===== config.mk =====
export PLATFORM = sky130hd
export DESIGN_NAME = beep_scheduler
export DESIGN_NICKNAME = d
export VERILOG_FILES = /design/src/rtl/beep_pkg.sv /design/src/rtl/beep_tick_gen.sv /design/src/rtl/beep_scheduler.sv
export SDC_FILE = /design/constraint.sdc
export NUM_CORES = 1
export LEC_CHECK = 0
export CAP_MARGIN = 20
export CELL_PAD_IN_SITES_DETAIL_PLACEMENT = 1
export CELL_PAD_IN_SITES_GLOBAL_PLACEMENT = 1
export CORE_MARGIN = 3
export CORE_UTILIZATION = 49
export DETAILED_ROUTE_END_ITERATION = 16
export PLACE_DENSITY = 0.9
export SYNTH_ARGS = -nofsm -noshare
export SYNTH_HDL_FRONTEND = slang
export SYNTH_SLANG_ARGS = --single-unit

===== constraint.sdc =====
create_clock -name clk -period 3.9 [get_ports clk]
set_input_delay 0.39 -clock clk [delete_from_list [all_inputs] [get_ports clk]]
set_output_delay 0.39 -clock clk [all_outputs]
set_load 0.005 [all_outputs]

===== src/rtl/beep_pkg.sv =====
// beep_pkg: state encoding, event ids and per-event buzzer pattern table.
package beep_pkg;
  typedef enum logic [1:0] {IDLE, ON, OFF, GAP} state_t;
  localparam logic [1:0] ID_COIN = 2'd0;
  localparam logic [1:0] ID_SELECT = 2'd1;
  localparam logic [1:0] ID_DISPENSE = 2'd2;
  localparam logic [1:0] ID_FAULT = 2'd3;
  localparam logic [1:0] PULSES_0 = 2'd1;
  localparam logic [1:0] PULSES_1 = 2'd2;
  localparam logic [1:0] PULSES_2 = 2'd1;
  localparam logic [1:0] PULSES_3 = 2'd3;
  localparam logic [2:0] ON_TICKS_0 = 3'd1;
  localparam logic [2:0] ON_TICKS_1 = 3'd1;
  localparam logic [2:0] ON_TICKS_2 = 3'd5;
  localparam logic [2:0] ON_TICKS_3 = 3'd2;
  localparam logic [2:0] OFF_TICKS_0 = 3'd0;
  localparam logic [2:0] OFF_TICKS_1 = 3'd1;
  localparam logic [2:0] OFF_TICKS_2 = 3'd0;
  localparam logic [2:0] OFF_TICKS_3 = 3'd2;
  function automatic logic [1:0] pulses(input logic [1:0] id);
    return id == ID_FAULT ? PULSES_3 : id == ID_DISPENSE ? PULSES_2 :
           id == ID_SELECT ? PULSES_1 : PULSES_0;
  endfunction
  function automatic logic [2:0] on_ticks(input logic [1:0] id);
    return id == ID_FAULT ? ON_TICKS_3 : id == ID_DISPENSE ? ON_TICKS_2 :
           id == ID_SELECT ? ON_TICKS_1 : ON_TICKS_0;
  endfunction
  function automatic logic [2:0] off_ticks(input logic [1:0] id);
    return id == ID_FAULT ? OFF_TICKS_3 : id == ID_DISPENSE ? OFF_TICKS_2 :
           id == ID_SELECT ? OFF_TICKS_1 : OFF_TICKS_0;
  endfunction
  function automatic logic [1:0] hi_bit(input logic [3:0] p);
    return p[3] ? 2'd3 : p[2] ? 2'd2 : p[1] ? 2'd1 : 2'd0;
  endfunction
endpackage


===== src/rtl/beep_tick_gen.sv =====
// beep_tick_gen: one-cycle tick every TICK_CYCLES clocks, restarted by clr.
module beep_tick_gen #(
  parameter int TICK_CYCLES = 5_000_000
) (
  input  logic clk,
  input  logic rst_n,
  input  logic clr,
  output logic tick
);
  localparam int CW = TICK_CYCLES > 1 ? $clog2(TICK_CYCLES) : 1;
  logic [CW-1:0] r_cnt;
  assign tick = r_cnt == CW'(TICK_CYCLES - 1);
  always_ff @(posedge clk or negedge rst_n)
    if (!rst_n) r_cnt <= '0;
    else r_cnt <= (clr || tick) ? '0 : r_cnt + 1'b1;
endmodule


===== src/rtl/beep_scheduler.sv =====
// beep_scheduler: queues buzzer events, grants highest priority, plays its
// on/off pattern in ticks with an enforced silent gap between patterns.
module beep_scheduler
  import beep_pkg::*;
#(
  parameter int TICK_CYCLES = 5_000_000,
  parameter int GAP_TICKS = 2
) (
  input  logic       clk,
  input  logic       rst_n,
  input  logic       enable,
  input  logic [3:0] req,
  output logic       beep,
  output logic       busy,
  output logic [1:0] cur_id,
  output logic       done
);
  localparam state_t END_ST = GAP_TICKS == 0 ? IDLE : GAP;
  state_t     r_state;
  logic [3:0] r_pend;
  logic [2:0] r_dur;
  logic [1:0] r_pl;
  logic [1:0] r_cur;
  logic       r_beep;
  logic       r_done;
  logic       w_tick;
  logic       w_last;
  logic       w_abort;
  logic       w_grant;
  logic       w_clr;
  logic [1:0] w_id;
  logic [3:0] w_mask;
  assign w_id = hi_bit(r_pend);
  assign w_grant = r_state == IDLE && |r_pend;
  assign w_mask = w_grant ? 4'd1 << w_id : 4'd0;
  assign w_last = w_tick && r_dur == 3'd1;
  // a queued fault cuts short any other pattern; the victim is not re-queued
  assign w_abort = (r_state == ON || r_state == OFF) && r_pend[ID_FAULT] && r_cur != ID_FAULT;
  assign w_clr = !enable || r_state == IDLE || w_abort || w_last;
  assign beep = r_beep;
  assign busy = r_state != IDLE;
  assign cur_id = r_cur;
  assign done = r_done;
  beep_tick_gen #(.TICK_CYCLES(TICK_CYCLES)) u_tick (
    .clk(clk),
    .rst_n(rst_n),
    .clr(w_clr),
    .tick(w_tick)
  );
  always_ff @(posedge clk or negedge rst_n)
    if (!rst_n) begin
      r_state <= IDLE;
      r_pend <= '0;
      r_dur <= '0;
      r_pl <= '0;
      r_cur <= '0;
      r_beep <= 1'b1;
      r_done <= 1'b0;
    end else if (!enable) begin
      r_state <= IDLE;
      r_pend <= '0;
      r_beep <= 1'b1;
      r_done <= 1'b0;
    end else begin
      r_done <= 1'b0;
      r_pend <= (r_pend & ~w_mask) | req;
      case (r_state)
        IDLE: if (w_grant) begin
          r_cur <= w_id;
          r_pl <= pulses(w_id) - 2'd1;
          r_dur <= on_ticks(w_id);
          r_beep <= 1'b0;
          r_state <= ON;
        end
        ON: if (w_abort) begin
          r_beep <= 1'b1;
          r_dur <= 3'(GAP_TICKS);
          r_state <= END_ST;
        end else if (w_last) begin
          r_beep <= 1'b1;
          r_dur <= r_pl != 2'd0 ? off_ticks(r_cur) : 3'(GAP_TICKS);
          r_done <= r_pl == 2'd0;
          r_state <= r_pl != 2'd0 ? OFF : END_ST;
        end else if (w_tick) r_dur <= r_dur - 3'd1;
        OFF: if (w_abort) begin
          r_dur <= 3'(GAP_TICKS);
          r_state <= END_ST;
        end else if (w_last) begin
          r_beep <= 1'b0;
          r_pl <= r_pl - 2'd1;
          r_dur <= on_ticks(r_cur);
          r_state <= ON;
        end else if (w_tick) r_dur <= r_dur - 3'd1;
        GAP: if (w_last) r_state <= IDLE;
          else if (w_tick) r_dur <= r_dur - 3'd1;
        default: r_state <= IDLE;
      endcase
    end
endmodule

==> results.cfg, run 1 <==
[outcome]
run_status = completed

[setup_path]
arrival_ns = 2.73
critPathLaunchType = register
path_class = register to register
cp_slowest_cell = or4b_1
crit_chain = nor4b_1 -> nand3_1 -> nor2_2 -> or4b_1 -> nor2_1
cpPeakStageDelay_ns = 0.72
critPathRequiredTime_ns = 4.04
worst-path-max-fanout = 23
worstSetupEndpointType = register

[timing]
fin_ws_ns = 1.31
period_share_pct = 66.4
maxSlewHeadroom_pct = 41.6
hold_viol_final = 0
finalCriticalPeriod_ns = 2.59
rsz0062_at_grt = no
max_freq_mhz = 386
tightestPinTransition_ns = 0.876
finalSetupViolCount = 0
fin_skew_ns = 0.00511
whs_ns = 0.214
drv_slew = 0
setup_tns_ns = 0

[power_and_ir_drop]
peakVddDrop_mv = 0.308
p_per_area_nw_per_um2 = 537
leakagePower_uw = 0.000982

[yosys]
synthCells = 250
synth_seq_cells = 38
syn_avg_cell_area_um2 = 8.90
syn-num-nets = 264
synth.yosys.warnings = 0
async_reset_ff_share_pct = 100
synth_ff_type = dfrtp_1
yosysSeqAreaShare_pct = 42.8
synth.distinct_cells = 52
synth-edff-count = 0
syn_area_um2 = 2230

[routing]
wl_per_cell_um = 17.6
wirelength_um = 5480
viasPerCell = 6.11
vias = 1899
first_iter_violations = 137
first_pass_iters = 4
drc_errors = 0
ant_nets = 0

[global_routing]
grt_pass1_vias = 1910
grt_antenna_before_repair = 0
grt_max_degree = 39
gr-usage-all-layers_pct = 23.0
grt-ovfl-total = 0
grt_pass1_wl_um = 9540

[floorplanning]
die_area_um2 = 5390
coreArea_um2 = 4200
start_util_pct = 53.0
num_rows = 23
ios = 12
chipHeight_um = 73.4
die_w_um = 73.4

[cells_and_area]
final_layout_size_suffix_gt1_share_pct = 6.51
design_area_um2 = 2450
nNetsFinal = 274
fill_cells = 506
antenna_cells = 0
area_growth_pct = 10.2

[cts]
clock-root-buffer = clkbuf_8
hold_buffers = 0
post_cts_buffers = 0
cts-htree-levels = 2
cts_tree = done
cts_buffers = 5
path_clk_slew_ns = 0.08
clock-sinks = 38
cts_resized = 0
worst_skew_pair.late_latency_ns = 0.29
clk_path_buf_depth = 2

[place]
place_area_um2 = 2360
hpwl_um = 3960
dpl_worst_slack_ns = 1.38
port_buffers = 11
place_congestion = 0.833

[job]
maxCapViolations = 0

[hold_path]
hold_class = input pin to async pin
==> routing by layer <==
metal	share of wire (%)	track usage [%]
met1	51	34.1
met2	45	33.8
met3	3.5	4.51
met4	0.93	7.44
met5	0	0
==> worst max-delay path, delay by kind of cell (launching register included) <==
family	cells	cell delay [ns]
flip-flops	1	0.47
AND/OR/NAND/NOR	5	1.97
==> where the power goes <==
part / leakage (µW) / internal, µW / switching, µW
logic: 0.000427 / 200 / 310
registers: 0.000508 / 453 / 70.3
clock network: 0.0000472 / 142 / 141
total: 0.000982 / 795 / 521
==> per-stage QoR <==
stage / instances / utilization, % / total power, µW
floorplan: 250 / - / 858
global placement: 303 / 56.1 / 1010
detailed placement: 303 / 56.1 / 1030
CTS: 311 / 58.4 / 1320
global route: 311 / 58.4 / 1410
finish: 311 / 58.4 / 1320
==> final cells by class <==
class                           instances  area [µm²]  share of cell area (%)
Clock buffer                            6        82.6                    3.37
Clock inverter                          2        12.5                   0.510
Inverter                               13        48.8                    1.99
Multi-Input combinational cell        191        1190                    48.5
Sequential cell                        38         952                    38.8
Tap cell                               50        62.6                    2.55
Timing Repair Buffer                   11         105                    4.29
==> registers in the layout, indices dropped and copies added, names as in the netlist <==
name / cells
r_pend: 4
r_pl: 2
done: 1
u_tick.r_cnt: 23
r_state: 2
cur_id: 2
beep: 1
r_dur: 3
==> cells in the mapped netlist, types with 3 or more instances <==
cell type | count | area [µm²]
inv_1 | 13 | 48.8
dfrtp_1 | 37 | 926
and3_1 | 3 | 18.8
nor2b_1 | 5 | 31.3
xnor2_1 | 6 | 52.6
buf_2 | 5 | 25.0
nand2b_1 | 3 | 18.8
a211oi_1 | 3 | 22.5
nor2_1 | 35 | 131
a21oi_1 | 12 | 60.1
nand2_1 | 22 | 82.6
xor2_1 | 13 | 114
nand3_1 | 16 | 80.1
nand4_1 | 6 | 37.5
ha_1 | 7 | 87.6
o21ai_0 | 13 | 65.1
clkbuf_1 | 3 | 11.3
mux2i_1 | 4 | 40.0
==> cells in the final DEF (no fill, tap or decap), types with 5 or more instances in the layout <==
cell type / n
a21oi_1: 12
clkbuf_8: 6
clkdlybuf4s50_1: 10
dfrtp_1: 37
ha_1: 7
inv_1: 13
nand2_1: 22
nand3_1: 16
nand4_1: 6
nor2_1: 35
nor2b_1: 5
o21ai_0: 13
xnor2_1: 6
xor2_1: 13
==> worst paths after layout <==
kind	from	to	slack, ns	cells after the start
worst min-delay path	rst_n	r_pend[2]$_DFF_PN0_	0.21	1
worst max register to register	u_tick.r_cnt[6]$_DFF_PN0_	u_tick.r_cnt[20]$_DFF_PN0_	1.31	5
worst max-delay path	u_tick.r_cnt[6]$_DFF_PN0_	u_tick.r_cnt[20]$_DFF_PN0_	1.31	5
worst min register to register	beep$_DFFE_PN1P_	beep$_DFFE_PN1P_	0.52	2
min in group clk	beep$_DFFE_PN1P_	beep$_DFFE_PN1P_	0.52	2
max in group asynchronous	rst_n	u_tick.r_cnt[5]$_DFF_PN0_	3.14	1
==> kinds of logic after synthesis <==
family / Yosys count / synth area share [%]
simple gates: 111 / 25.6
buf+inv: 21 / 3.82
mux: 5 / 2.30
xor+xnor: 19 / 7.48
fa+ha+maj: 7 / 3.93
flops: 38 / 42.8
compound gates: 49 / 14.1
No activity file was read; power rests on OpenSTA's default activity.
==> run 2: changes to the inputs <==
--- a/config.mk
+++ b/config.mk
@@ -9,9 +9,9 @@
 export CELL_PAD_IN_SITES_DETAIL_PLACEMENT = 1
 export CELL_PAD_IN_SITES_GLOBAL_PLACEMENT = 1
 export CORE_MARGIN = 3
-export CORE_UTILIZATION = 49
+export CORE_UTILIZATION = 46
 export DETAILED_ROUTE_END_ITERATION = 16
-export PLACE_DENSITY = 0.9
+export PLACE_DENSITY = 0.85
 export SYNTH_ARGS = -nofsm -noshare
 export SYNTH_HDL_FRONTEND = slang
 export SYNTH_SLANG_ARGS = --single-unit
==> constraint.sdc (replaced) <==
create_clock -name clk -period 2.7 [get_ports clk]
set_input_delay 0.27 -clock clk [delete_from_list [all_inputs] [get_ports clk]]
set_output_delay 0.27 -clock clk [all_outputs]
set_load 0.005 [all_outputs]
==> run 2 against run 1 <==
  * Combinational power grew 52%
  * Core utilization fell by 2.3 points
  * Largest cell class unchanged
  * Sequential power rose by 44%
  * Largest power group is now combinational logic
  * Non-clock buffer count rose by 4
  * Maximum frequency increased by 14%
  * Global-route usage is 0.45 points higher
  * Register-to-register slack got worse by 0.89 ns
  * Clock skew increased by 0.0062 ns
  * Cell count grew 1.9%
  * Total power is 61% higher
==> results.cfg, run 2 (synthesized netlist as in run 1, its figures left out) <==
[outcome]
run_status = completed

[cts]
clock-root-buffer = clkbuf_8
cts_buffers = 5
path_clk_slew_ns = 0.09
worst_skew_pair.late_latency_ns = 0.30
hold_buffers = 0
cts-htree-levels = 2
post_cts_buffers = 0
cts_tree = done
cts_resized = 0
clk_path_buf_depth = 2
clock-sinks = 38

[cells_and_area]
final_layout_size_suffix_gt1_share_pct = 7.92
design_area_um2 = 2530
largest_register_ffs = 23
fill_cells = 527
layout_common_cells = dfrtp_1 (37), nor2_1 (35), nand2_1 (22)
regMostFlops = u_tick.r_cnt
reg_top3 = u_tick.r_cnt: 23 flops, r_pend: 4 flops, r_dur: 3 flops
antenna_cells = 0
area_growth_pct = 13.5
mostFrequentLayoutCell = dfrtp_1
nNetsFinal = 278

[power_and_ir_drop]
p_clk_share_pct = 28.0
power.switching_uw = 791
p_int_uw = 1330
p_comb_share_pct = 36.5
peakVddDrop_mv = 0.540
p_per_area_nw_per_um2 = 839
leakagePower_uw = 0.00102
p_sw_share_pct = 37.3
seq_power_share_pct = 35.5

[place]
port_buffers = 11
place_congestion = 0.852
place_area_um2 = 2390
hpwl_um = 3960
dpl_worst_slack_ns = 0.455

[global_routing]
grt_pass1_vias = 2014
gr-usage-all-layers_pct = 23.4
grt-ovfl-total = 0
grt_antenna_before_repair = 0
grt_pass1_wl_um = 10100
grt_max_degree = 39

[setup_path]
worst-path-max-fanout = 5
cp_top_family = simple AND/OR/NAND/NOR gates
r2r_start = u_tick.r_cnt[0]$_DFF_PN0_
critPathLaunchType = register
arrival_ns = 2.51
cp_slowest_cell = nor4_1
crit_start = u_tick.r_cnt[0]$_DFF_PN0_
crit_chain = ha_1 -> nand3_1 -> nor4_1 -> nor2b_1 -> nand3_1 -> xor2_1 -> nor2_1
worstSetupEndpointType = register
path_class = register to register
critPathRequiredTime_ns = 2.93
crit_buf_inv = 0
crit_top_cell = nand3_1
cpPeakStageDelay_ns = 0.61

[timing]
drv_slew = 0
period_share_pct = 84.5
fin_ws_ns = 0.418
hold_viol_final = 0
tightestPinTransition_ns = 0.871
whs_ns = 0.0776
setup_tns_ns = 0
max_freq_mhz = 438
rsz0062_at_grt = no
fin_skew_ns = 0.0113
finalCriticalPeriod_ns = 2.28
maxSlewHeadroom_pct = 41.9
finalSetupViolCount = 0

[routing]
wl_met3_um = 204
first_pass_iters = 4
drt-met1-wl_um = 2780
top_layer = met4
drc_errors = 0
vias = 1901
viasPerCell = 6.00
ant_nets = 0
first_iter_violations = 89
wirelength_um = 5840
wl_per_cell_um = 18.4
routed-wl-met2_um = 2760

[hold_path]
hold_class = input pin to async pin

[floorplanning]
chipHeight_um = 75.6
die_area_um2 = 5710
coreArea_um2 = 4500
num_rows = 24
start_util_pct = 49.4
ios = 12
die_w_um = 75.6

[job]
maxCapViolations = 0
[run 2: through the flow]
step                instances  total power (µW)  util, %
global route              317              2270     56.1
global placement          309              1490     53.1
CTS                       317              2130     56.1
finish                    317              2120     56.1
floorplan                 250              1240        -
detailed placement        309              1510     53.1
[run 2: power by group through the flow]
stage	Combinational (µW)	Clock, µW	Sequential (µW)
after floorplan	503	0	736
after global placement	735	0	753
after detailed placement	746	0	760
after CTS	769	604	752
after global routing	861	636	771
final	774	594	753
[run 2: final timing paths]
kind,to,slack [ns],cells past startpoint
max reg2reg,u_tick.r_cnt[20]$_DFF_PN0_,0.42,7
min reg2reg,beep$_DFFE_PN1P_,0.53,2
max,u_tick.r_cnt[20]$_DFF_PN0_,0.42,7
min,u_tick.r_cnt[22]$_DFF_PN0_,0.08,1
max in group asynchronous,u_tick.r_cnt[9]$_DFF_PN0_,2.07,1
min in group clk,beep$_DFFE_PN1P_,0.53,2
[run 2: area by class of cell]
class | instances | area [µm²] | area share (%)
clock buffer | 5 | 68.8 | 2.72
clock inverter | 3 | 68.8 | 2.72
inverter | 13 | 48.8 | 1.93
multi-input combinational | 191 | 1190 | 47.0
sequential | 38 | 952 | 37.7
tap | 52 | 65.1 | 2.57
timing repair buffer | 15 | 135 | 5.35
[run 2: per-layer routing]
| metal | GRT usage (%) | vias to the layer above |
|---|---|---|
| met1 | 33.1 | 948 |
| met3 | 4.09 | 11 |
| li1 | - | 907 |
| met4 | 6.60 | 0 |
| met5 | 0 | - |
| met2 | 37.1 | 35 |
==> run 3: changes to the inputs <==
--- a/config.mk
+++ b/config.mk
@@ -9,9 +9,9 @@
 export CELL_PAD_IN_SITES_DETAIL_PLACEMENT = 1
 export CELL_PAD_IN_SITES_GLOBAL_PLACEMENT = 1
 export CORE_MARGIN = 3
-export CORE_UTILIZATION = 46
+export CORE_UTILIZATION = 41
 export DETAILED_ROUTE_END_ITERATION = 16
-export PLACE_DENSITY = 0.85
+export PLACE_DENSITY = 0.81
 export SYNTH_ARGS = -nofsm -noshare
 export SYNTH_HDL_FRONTEND = slang
 export SYNTH_SLANG_ARGS = --single-unit
==> constraint.sdc (replaced) <==
create_clock -name clk -period 2 [get_ports clk]
set_input_delay 0.2 -clock clk [delete_from_list [all_inputs] [get_ports clk]]
set_output_delay 0.2 -clock clk [all_outputs]
set_load 0.005 [all_outputs]
==> run 3 against run 2 <==
  * Final area is 19% higher
  * Clock skew down 0.0046 ns
  * Wire length up 27%
  * Sequential power rose by 32%
  * Total power rose by 54%
  * Critical path depth down 1
  * Sequential share of layout area fell by 6.0 points
  * Non-clock buffer count grew 36
==> results.cfg, run 3 (synthesized netlist as in run 1, its figures left out) <==
[routing]
drc_errors = 0
first_pass_iters = 4
viasPerCell = 5.74
first_iter_violations = 132
wl_per_cell_um = 20.0
drt-met1-wl_um = 3330
wirelength_um = 7400
ant_nets = 0
routed-wl-met2_um = 3670
wl_met3_um = 270
vias = 2129
top_layer = met4

[cells_and_area]
regMostFlops = u_tick.r_cnt
reg_top3 = u_tick.r_cnt: 23 flops, r_pend: 4 flops, r_dur: 3 flops
largest_register_ffs = 23
mostFrequentLayoutCell = dfrtp_1
finalNonFillerCells = 371
layout_common_cells = dfrtp_1 (37), buf_4 (36), nor2_1 (34)
antenna_cells = 0
nNetsFinal = 314
final_layout_size_suffix_gt1_share_pct = 25.9
area_growth_pct = 34.9

[setup_path]
arrival_ns = 2.18
path_class = register to register
critPathLaunchType = register
worst-path-max-fanout = 2
worstSetupEndpointType = register
critPathRequiredTime_ns = 2.20
reg2reg_depth = 6

[floorplanning]
start_util_pct = 43.0
die_w_um = 79.7
die_area_um2 = 6350
num_rows = 26
ios = 12
chipHeight_um = 79.7
coreArea_um2 = 5170

[cts]
cts-htree-levels = 2
cts_tree = done
worst_skew_pair.late_latency_ns = 0.31
clock-root-buffer = clkbuf_8
clk_path_buf_depth = 2
path_clk_slew_ns = 0.08
clock-sinks = 38
cts_buffers = 5

[outcome]
run_status = completed

[place]
hpwl_um = 4440
port_buffers = 11
place_congestion = 0.808
dpl.cell_count = 357

[timing]
drv_slew = 0
tightestPinTransition_ns = 0.619
finalCriticalPeriod_ns = 1.97
max_freq_mhz = 507
maxSlewHeadroom_pct = 58.8
setup_tns_ns = 0
rsz0062_at_grt = yes
finalSetupViolCount = 0
fin_skew_ns = 0.00671
hold_viol_final = 0
period_share_pct = 98.7

[hold_path]
hold_class = input pin to async pin

[power_and_ir_drop]
peakVddDrop_mv = 0.727
p_clk_share_pct = 25.7
seq_power_share_pct = 30.5
leakagePower_uw = 0.00128
p_int_uw = 2020
p_sw_share_pct = 38.2
p_comb_share_pct = 43.7
p_per_area_nw_per_um2 = 1090
design_power_total_uw = 3260
power.switching_uw = 1240

[global_routing]
gr-usage-all-layers_pct = 21.9
grt_pass1_vias = 2119
grt_pass1_wl_um = 10600
grt_max_degree = 27
grt_antenna_before_repair = 0
grt-ovfl-total = 0

[job]
maxCapViolations = 0
run 3: changes by cell type in the layout (fill, tap and decap cells not counted), sizes merged:
cell / previous run / this run
clkbuf: 5 / 6
clkinv: 1 / 0
clkdlybuf4s50: 10 / 9
dlymetal6s2s: 0 / 1
buf: 5 / 40
dlygate4sd3: 0 / 1
run 3: cell type report:
type / instances / area, µm²
clock buffers: 6 / 82.6
clock inverters: 2 / 60.1
fillers: 569 / 2170
inverters: 13 / 48.8
multi-input cells: 191 / 1350
flip-flops and latches: 38 / 952
well taps: 70 / 87.6
repair buffers: 51 / 422
run 3: worst paths after layout:
kind                                      startpoint                        end  slack (ns)
max                        u_tick.r_cnt[6]$_DFF_PN0_        r_pl[0]$_DFFE_PN0P_        0.03
min                                            rst_n        r_pl[1]$_DFFE_PN0P_        0.44
max reg2reg                u_tick.r_cnt[6]$_DFF_PN0_        r_pl[0]$_DFFE_PN0P_        0.03
min reg2reg                         beep$_DFFE_PN1P_           beep$_DFFE_PN1P_        0.53
max in group asynchronous                      rst_n  u_tick.r_cnt[6]$_DFF_PN0_        1.00
min in group clk                              req[2]        r_pend[2]$_DFF_PN0_        0.48
run 3: worst max-delay path, cell delays in order, from the launching register on:
cell and delay [ns]:
dfrtp_1 0.42, nor4b_2 0.38, nand3_1 0.19, nor4_4 0.26
nand2_1 0.10, a21oi_2 0.19, mux2_4 0.31
run 3: stage by stage:
step | utilization (%) | cell area [µm²] | hold WS (ns) | setup slack, ns
finish | 58.0 | 3000 | 0.436 | 0.0260
global route | 58.0 | 3000 | 0.483 | -0.0852
CTS | 54.8 | 2830 | 0.459 | 0.0111
detailed placement | 51.3 | 2650 | 0.245 | -0.0657
global placement | 51.3 | 2650 | 0.248 | -0.00564
floorplan | - | 2240 | -0.0956 | 0.00115
run 3: power groups by stage:
stage | registers, µW | logic (µW) | clock network (µW)
6_report | 996 | 1430 | 838
5_1_grt | 1010 | 1530 | 881
4_1_cts | 982 | 1220 | 854
3_5_place_dp | 997 | 1180 | 0
3_3_place_gp | 982 | 1140 | 0
2_1_floorplan | 994 | 679 | 0
run 3: timing repair:
| item | in CTS | in global routing |
|---|---|---|
| pin swaps | 1 | 7 |
| hold buffers | 1 | 0 |
| gates resized for setup | 5 | 28 |
| hold endpoints to repair | 23 | 0 |
| setup buffers | 0 | 5 |
| setup endpoints to repair | 10 | 31 |
run 3: metal layers:
layer	vias to the layer above	GRT usage [%]
met5	-	0
li1	980	-
met4	0	9.97
met3	15	4.74
met1	1078	29.0
met2	56	34.1
